==> config.mk <==
export PLATFORM = sky130hd
export DESIGN_NAME = div32_seq
export DESIGN_NICKNAME = d
export VERILOG_FILES = /design/src/rtl/alu_pkg.sv /design/src/rtl/div32_step.sv /design/src/rtl/div32_seq.sv
export SDC_FILE = /design/constraint.sdc
export NUM_CORES = 1
export LEC_CHECK = 0
export CAP_MARGIN = 10
export CELL_PAD_IN_SITES_DETAIL_PLACEMENT = 0
export CELL_PAD_IN_SITES_GLOBAL_PLACEMENT = 1
export CORE_AREA = 2 2 187 189
export DETAILED_ROUTE_END_ITERATION = 10
export DIE_AREA = 0 0 189 191
export GPL_TIMING_DRIVEN = 0
export PLACE_DENSITY = 0.77
export SKIP_LAST_GASP = 1
export SLEW_MARGIN = 20
export SYNTH_ARGS = -nofsm -noshare
export SYNTH_HDL_FRONTEND = slang
export SYNTH_SLANG_ARGS = --single-unit
==> constraint.sdc <==
create_clock -name clk -period 4.4 [get_ports clk]
set_clock_uncertainty 0.15 [all_clocks]
set_input_delay 0.66 -clock clk [delete_from_list [all_inputs] [get_ports clk]]
set_output_delay 0.66 -clock clk [all_outputs]
set_load 0.03 [all_outputs]
==> src/rtl/alu_pkg.sv <==
// Shared ALU definitions: divider FSM states, step count, DIV/DIVU op codes
// and the operand-magnitude helper used when the divider latches its operands.
package alu_pkg;

    typedef enum logic [1:0] {
        IDLE = 2'd0,
        RUN  = 2'd1,
        DONE = 2'd2
    } div_state_t;

    localparam int DIV_STEPS = 32;

    localparam logic [3:0] ALUC_DIV  = 4'b1110;
    localparam logic [3:0] ALUC_DIVU = 4'b1111;

    // 0x80000000 negates to itself, which read unsigned is the correct magnitude.
    function automatic logic [31:0] div_mag(input logic [31:0] x, input logic is_signed);
        return (is_signed && x[31]) ? (~x + 32'd1) : x;
    endfunction

endpackage

==> src/rtl/div32_step.sv <==
// One combinational restoring-division step: shift in the next dividend bit,
// trial-subtract the divisor magnitude, keep the difference unless it borrowed.
module div32_step #(
    parameter int WIDTH = 32
) (
    input  logic [WIDTH-1:0] rem,
    input  logic             in_bit,
    input  logic [WIDTH-1:0] dmag,
    output logic [WIDTH-1:0] rem_out,
    output logic             q_bit
);

    logic [WIDTH-1:0] shifted;
    logic [WIDTH-1:0] trial;
    logic             borrow_low;
    logic             borrow;

    assign shifted = {rem[WIDTH-2:0], in_bit};
    assign {borrow_low, trial} = {1'b0, shifted} - {1'b0, dmag};

    // A set rem MSB means the true shifted value is >= 2^WIDTH and can never
    // borrow; the low WIDTH bits of the difference are still exact in that case.
    assign borrow  = borrow_low & ~rem[WIDTH-1];
    assign rem_out = borrow ? shifted : trial;
    assign q_bit   = ~borrow;

endmodule

==> src/rtl/div32_seq.sv <==
// Iterative 32-bit restoring divider (DIV/DIVU), one quotient bit per cycle.
// Optional macro DIV32_ZERO_TRAP_EN: zero divisor finishes immediately with div_zero set.
import alu_pkg::*;

module div32_seq #(
    parameter int WIDTH = 32,
    parameter int CNT_W = 6
) (
    input  logic             clk,
    input  logic             reset,
    input  logic             start,
    input  logic             sign,
    input  logic [WIDTH-1:0] dividend,
    input  logic [WIDTH-1:0] divisor,
    output logic             busy,
    output logic             done,
    output logic [WIDTH-1:0] quotient,
    output logic [WIDTH-1:0] remainder,
    output logic             overflow,
    output logic             div_zero
);

    localparam logic [CNT_W-1:0] LAST_STEP = CNT_W'(DIV_STEPS - 1);
    localparam logic [WIDTH-1:0] MIN_NEG   = {1'b1, {(WIDTH-1){1'b0}}};

    div_state_t       state_reg;
    logic [WIDTH-1:0] dq_reg;
    logic [WIDTH-1:0] rem_reg;
    logic [WIDTH-1:0] dmag_reg;
    logic [CNT_W-1:0] count_reg;
    logic             neg_q_reg;
    logic             neg_r_reg;
    logic             ovf_pend_reg;

    logic [WIDTH-1:0] rem_next;
    logic             q_bit;
    logic [WIDTH-1:0] q_final;
    logic             start_ovf;

    // dq holds the unconsumed dividend bits at the top and the quotient bits below.
    assign q_final   = {dq_reg[WIDTH-2:0], q_bit};
    assign start_ovf = sign & (dividend == MIN_NEG) & (&divisor);

    div32_step #(.WIDTH(WIDTH)) u_step (
        .rem     (rem_reg),
        .in_bit  (dq_reg[WIDTH-1]),
        .dmag    (dmag_reg),
        .rem_out (rem_next),
        .q_bit   (q_bit)
    );

`ifdef DIV32_ZERO_TRAP_EN
    logic div_zero_reg;
    assign div_zero = div_zero_reg;
`else
    assign div_zero = 1'b0;
`endif

    always_ff @(posedge clk) begin
        if (reset) begin
            state_reg    <= IDLE;
            dq_reg       <= '0;
            rem_reg      <= '0;
            dmag_reg     <= '0;
            count_reg    <= '0;
            neg_q_reg    <= 1'b0;
            neg_r_reg    <= 1'b0;
            ovf_pend_reg <= 1'b0;
            busy         <= 1'b0;
            done         <= 1'b0;
            quotient     <= '0;
            remainder    <= '0;
            overflow     <= 1'b0;
`ifdef DIV32_ZERO_TRAP_EN
            div_zero_reg <= 1'b0;
`endif
        end else begin
            done <= 1'b0;
            case (state_reg)
                IDLE: begin
                    if (start) begin
                        dq_reg       <= div_mag(dividend, sign);
                        dmag_reg     <= div_mag(divisor, sign);
                        neg_q_reg    <= sign & (dividend[WIDTH-1] ^ divisor[WIDTH-1]);
                        neg_r_reg    <= sign & dividend[WIDTH-1];
                        ovf_pend_reg <= start_ovf;
                        rem_reg      <= '0;
                        count_reg    <= '0;
                        overflow     <= 1'b0;
`ifdef DIV32_ZERO_TRAP_EN
                        if (divisor == '0) begin
                            quotient     <= '1;
                            remainder    <= dividend;
                            div_zero_reg <= 1'b1;
                            done         <= 1'b1;
                            state_reg    <= DONE;
                        end else begin
                            div_zero_reg <= 1'b0;
                            busy         <= 1'b1;
                            state_reg    <= RUN;
                        end
`else
                        busy      <= 1'b1;
                        state_reg <= RUN;
`endif
                    end
                end
                RUN: begin
                    rem_reg   <= rem_next;
                    dq_reg    <= q_final;
                    count_reg <= count_reg + CNT_W'(1);
                    // Results are loaded on the final step so they are valid with done.
                    if (count_reg == LAST_STEP) begin
                        busy      <= 1'b0;
                        done      <= 1'b1;
                        quotient  <= neg_q_reg ? (~q_final + WIDTH'(1)) : q_final;
                        remainder <= neg_r_reg ? (~rem_next + WIDTH'(1)) : rem_next;
                        overflow  <= ovf_pend_reg;
                        state_reg <= DONE;
                    end
                end
                DONE: begin
                    state_reg <= IDLE;
                end
                default: begin
                    state_reg <= IDLE;
                end
            endcase
        end
    end

endmodule
# == Yosys cells after proc, flatten, opt, wreduce, memory -nomap -nowiden ==
# Index checks and enable logic that the tools add are counted.
# classes
n_addsub,6
bitwise_logic,13
n_mux,21
reduce_logical,11
eq_ne,5
# ops
operator,n
$mux 32,7
$add 32x1->32 const B,4
$not 32->32,4
$pmux 32 s2,2
$sub 32x32->33,1
$eq 32x32->1 const B,1
$reduce_and 32->1,1
$pmux 6 s2,1
$reduce_and 2->1,4
$add 6x1->6 const B,1
$eq 6x5->1 const B,1
$mux 6,1
$and 1x1->1,5
$mux 1,5
$mux 2,2
$ne 2x2->1 const B,2
$pmux 1 s2,2
$pmux 2 s2,1
$not 1->1,3
$reduce_and 3->1,1
$eq 2x1->1 const B,1
$logic_and 1x1->1,2
$logic_not 2->1,1
$reduce_bool 2->1,1
2 further kinds,2
# word_totals
register_bits,174
output_inout_bits,68
word_cells,69
inputBits,68

# == Depth between registers and ports, before layout ==
# Gate-level depths: netlist of the first run.
# logic_depth
word_depth,6
mapped_depth,20
depth_no_buf,17

# == Cells and area by module ==
# Synthesis of the first run repeated with hierarchy kept, for this count alone.
# hier_totals
hier_cells,1464
hier_area_um2,11820.1
# by_module_without_submodules
mod,seq_area_each_um2,n_inst,cells_per_inst,area_each_um2
div32_seq,3483.3,1,1100,9157.5
div32_step,0.0,1,364,2662.6

# == Least setup slack after synthesis of the first run ==
# No wires, ideal clock.
# synth_timing
path_kind,reg2reg
from,reg dq_reg[31]
to,reg remainder[30]
n_path_buf,3
setup_ps,133
required_time_ps,4117
path_slack_ps,-37
t_arrival_ps,4154
path_stages_with_launch,20
synth_period_minus_slack_ps,4437
cell_sequence,dfxtp_1 -> inv_1 -> ha_1 -> fa_1 -> nor2b_1 -> o31a_1 -> o211a_1 -> o211ai_2 -> nand2_2 -> buf_4 -> buf_2 -> buf_1 -> nand2_1 -> o21ai_0 -> ha_1 -> o211ai_1 -> or4_4 -> nor3_4 -> a311o_1 -> a31oi_1
# synth_between
elab_chain_len,6
# synth_lines
item,line_no,text
start: declaration,div32_seq.sv:27,logic [WIDTH-1:0] dq_reg;
start signal: assignment,div32_seq.sv:82,"dq_reg <= div_mag(dividend, sign);"
start signal: assignment,div32_seq.sv:110,dq_reg <= q_final;
$sub 32x32->33,div32_step.sv:19,"assign {borrow_low, trial} = {1'b0, shifted} - {1'b0, dmag};"
$and 1x1->1,div32_step.sv:23,assign borrow = borrow_low & ~rem[WIDTH-1];
$mux 32 (*),div32_step.sv:24,assign rem_out = borrow ? shifted : trial;
$not 32->32,div32_seq.sv:117,remainder <= neg_r_reg ? (~rem_next + WIDTH'(1)) : rem_next;
$add 32x1->32,div32_seq.sv:117,
$mux 32 (*),div32_seq.sv:117,
end signal: assignment,div32_seq.sv:117,
end: declaration,div32_seq.sv:18,"output logic [WIDTH-1:0] remainder,"
# Every way passes the cells marked *; elsewhere a longest branch is shown, timed or not.
# A chain may end at the register's enable or synchronous reset.

# == Worst setup path after layout of the first run ==
# layout_timing
from,reg dq_reg[31]
to,reg quotient[31]
# layout_between
elab_chain_len,6
# layout_lines
item,line_no,text
$sub 32x32->33,div32_step.sv:19,
$and 1x1->1,div32_step.sv:23,
$not 1->1,div32_step.sv:25,assign q_bit = ~borrow;
$not 32->32,div32_seq.sv:116,quotient <= neg_q_reg ? (~q_final + WIDTH'(1)) : q_final;
$add 32x1->32,div32_seq.sv:116,
$mux 32,div32_seq.sv:116,
end signal: assignment,div32_seq.sv:116,
end: declaration,div32_seq.sv:17,"output logic [WIDTH-1:0] quotient,"
# Every way passes these cells.

==> results of run 1 <==
-- final cells by class --
| class | count | area share |
|---|---|---|
| multi-input combinational | 1244 | 0.537 |
| sequential | 174 | 0.239 |
| timing repair buffer | 151 | 0.100 |
| tap | 455 | 0.0389 |
| clock buffer | 17 | 0.0291 |
| buffer | 95 | 0.0278 |
| inverter | 63 | 0.0163 |
| clock inverter | 14 | 0.0116 |
-- metal layers --
| metal | vias to the layer above | GRT usage |
|---|---|---|
| li1 | 6049 | - |
| met1 | 5988 | 0.329 |
| met2 | 426 | 0.395 |
| met3 | 75 | 0.0373 |
| met4 | 0 | 0.0868 |
| met5 | - | 0 |
-- critical path, delay by kind of cell, from the launching register on --
| kind | cells | cell delay, ns |
|---|---|---|
| DFF | 1 | 0.37 |
| buffers and inverters | 3 | 0.73 |
| and+or+nand+nor | 3 | 0.71 |
| adders and majority gates | 2 | 0.43 |
| AOI/OAI and AO/OA | 5 | 1.37 |
| xor gates and xnor gates | 1 | 0.43 |
-- cell families after synthesis --
kind of cell	count (synthesis)
fa+ha+maj	39
simple gates	590
buf+inv	164
other cells	1
mux	18
compound gates	481
xor+xnor	115
flops	174
-- power breakdown --
part | internal [mW] | switching [mW] | total [mW]
Clock | 0.811 | 0.767 | 1.58
Combinational | 2.02 | 3.69 | 5.71
Sequential | 1.68 | 0.135 | 1.82
-- what timing repair did --
item / CTS / global route
endpoints found under the setup margin: 48 / 20
pin swaps: 6 / 14
cloned: 0 / 0
resized for setup: 29 / 33
setup buffers: 8 / 10
-- layout by cell type (no fill, tap or decap), drive strengths merged, types with 67 or more instances in the layout --
cell type      count
nor2             180
nand2            178
dfxtp            174
a21oi            146
clkdlybuf4s50    133
clkbuf            89
xor2              77
a211oi            71
inv               69
o21ai             67
-- how the worst max path moves through the flow --
stage / start / cells past startpoint / end / slack [ns]
2_1_floorplan: dq_reg[31]$_SDFFE_PP0P_ / 19 / remainder[30]$_SDFFE_PP0P_ / 0.08
3_3_place_gp: dmag_reg[25]$_SDFFE_PP0P_ / 18 / remainder[22]$_SDFFE_PP0P_ / -1.19
3_5_place_dp: dmag_reg[25]$_SDFFE_PP0P_ / 18 / remainder[22]$_SDFFE_PP0P_ / -1.16
4_1_cts: rem_reg[1]$_SDFFE_PP0P_ / 17 / remainder[22]$_SDFFE_PP0P_ / -0.01
5_1_grt: dq_reg[31]$_SDFFE_PP0P_ / 14 / quotient[31]$_SDFFE_PP0P_ / -0.002
6_report: dq_reg[31]$_SDFFE_PP0P_ / 14 / quotient[31]$_SDFFE_PP0P_ / 0.05
-- metrics by stage --
step / std cells / util / hold WS (ns) / worst slack (ns) / instance area, um^2
after floorplan: 1582 / - / 0.282 / 0.0773 / 11800
after global placement: 2170 / 0.401 / 0.293 / -1.19 / 13700
after detailed placement: 2170 / 0.401 / 0.298 / -1.16 / 13700
after CTS: 2207 / 0.423 / 0.307 / -0.0131 / 14400
after global routing: 2213 / 0.429 / 0.339 / -0.00212 / 14600
final: 2213 / 0.429 / 0.306 / 0.0465 / 14600
==> summary.md, run 1 <==
| Metric | Value |
|---|---|
| Status | `completed` |
| CP Max Fanout | `10` |
| R2R Path End | `quotient[31]$_SDFFE_PP0P_` |
| Area of the multi-input gates | `0.00786 mm^2` |
| Post-synth top cells | `180 x nor2_1, 177 x nand2_1, 174 x dfxtp_1` |
| WP data required | `4.55 ns` |
| GP Congestion | `just over 0.9` |
| Vias in the first global route | `approximately 12,000` |
| Reg2Reg Setup Slack | `between 0.04 and 0.05 ns` |
| Largest family of logic cells by synthesized area | `compound AO/OA/AOI/OAI gates` |
| Slew @ Worst Pin | `just under 0.9 ns` |
| Max-cap violations | `0` |
| Max Fclk | `about 230 MHz` |
| Top sig layer | `met4` |
| Period minus WS final | `between 4 and 5 ns` |
| Post-synth ARST share | `0` |
| Antenna diodes | `0` |
| Ys Warns | `0` |
| Initial antenna violation count | `0` |
| Crit path arrival time | `between 4 and 5 ns` |
| Core ar. | `approximately 0.034 mm^2` |
| Share of layout cells above drive strength 1 | `0.0666` |
| Largest net degree at the start of global routing | `20` |
| Die height | `191 um` |
| Setup crit end kind | `flop` |
| Slew headroom | `0.404` |
| PnR Total Power | `9.10 mW` |
| Wire length per cell | `between 20 and 25 um` |
| Sequential area share after synthesis | `0.296` |
| PwrDens | `between 600 and 700 mW/mm^2` |
| Wire length on met2 | `a little over 20 mm` |
| HP Start | `dmag_reg[22]$_SDFFE_PP0P_` |
| Avg Inst Size Synth | `7.45 um^2` |
| Final Hold Viols | `0` |
| Cell breakdown of the critical path | `inv_1, ha_2, fa_2, nor2b_2, o31a_1, o211a_1, o211ai_4, clkbuf_2, and4_1, clkbuf_1, nand4_1, o31ai_1, xor2_1, a211oi_1` |
| Routed WL | `about 45 mm` |
| Leak | `5.24 nW` |
| Adder-Cell Fraction of Synth Area | `0.0420` |
| Fin nets | `roughly 1,900` |
| Register area | `about 0.0035 mm^2` |
| I/O Pins | `between 100 and 150` |
| Fin Setup TNS | `0 ns` |
| DRC Markers | `0` |
| Slew Viols, Final | `0` |
| DR WL met3 | `2.58 mm` |
| Gate Count Post-Synth | `1,582` |
| Worst Setup Path Type | `reg2reg` |
| Worst path slowest cell | `xor2_1` |
| Via count | `around 13,000` |
| IO Port Bufs | `about 130` |
| Syn_nets | `1,689` |
| Share of the synthesized area in the top cell type | `0.296` |
| VDD IR-drop max | `about 550 uV` |
| #FFs+latches synth | `174` |
| Reg2reg start | `dq_reg[31]$_SDFFE_PP0P_` |
| Top cells by area, synth | `dfxtp_1 30%, a21oi_1 6.1%, nor2_1 5.7%, xor2_1 5.7%, nand2_1 5.6%` |
| Hold crit path type | `reg2reg` |
| Total clock sinks | `about 170` |
| Simple-gate share of the synthesized area | `0.235` |
| Crit share post-route | `0.989` |
| Largest area contributor in the netlist | `dfxtp_1` |
| Count leader, synth | `nor2_1` |
| Cell variety after synth | `85` |
| Metal-1 WL | `20.4 mm` |
| Worst Hold Path EP | `dmag_reg[22]$_SDFFE_PP0P_` |
| TritonCTS Buffers | `17` |
| Vias/cell | `about 5.7` |
| Hold buffer count at CTS | `0` |
| # rows | `roughly 70` |
| Initial DRC Count | `around 1,200` |
| Compound-gate portion of the synthesized area | `0.272` |
| Xor/xnor share of the synthesized area | `0.0854` |
| Crit path largest cell delay | `between 0.4 and 0.5 ns` |
| Starting Density | `0.345` |
| Synthesized area | `about 0.012 mm^2` |
| Gr usage total | `0.244` |
| Area grow syn2layout | `24.1%` |
| Crit start category | `flop` |
| Drt first pass iters | `5` |
| DPL Wire Length | `around 35 mm` |
| CTS clk-pin slew, worst paths | `roughly 0.080 ns` |
| WHS Path Cells | `2` |
| Grt ovf | `0` |
| Die W | `189 um` |
| H-tree depth | `4` |
| ANT nets after route | `0` |
| Final Setup Violations | `0` |
| First-pass GRT wire length | `~68 mm` |
| Clk_lat worst skew | `0.46 ns` |
| Clk buf depth | `2` |
| R2R depth | `14` |
| Post-synth EDFFs | `0` |
| Mux cell area share after synthesis | `0.0155` |
| Die area | `approximately 0.036 mm^2` |
| Filler cells | `approximately 3,600` |
| CTS tree | `yes` |
| Clk root buf | `clkbuf_16` |
| Primary FF master, synth | `dfxtp_1` |
Power figures use the tool's default switching activity.
==> inputs of run 2 (changes only) <==
- SLEW_MARGIN: 20 -> default
==> results of run 2 <==
Final layout, timing and power as in run 1 (identical DEF).
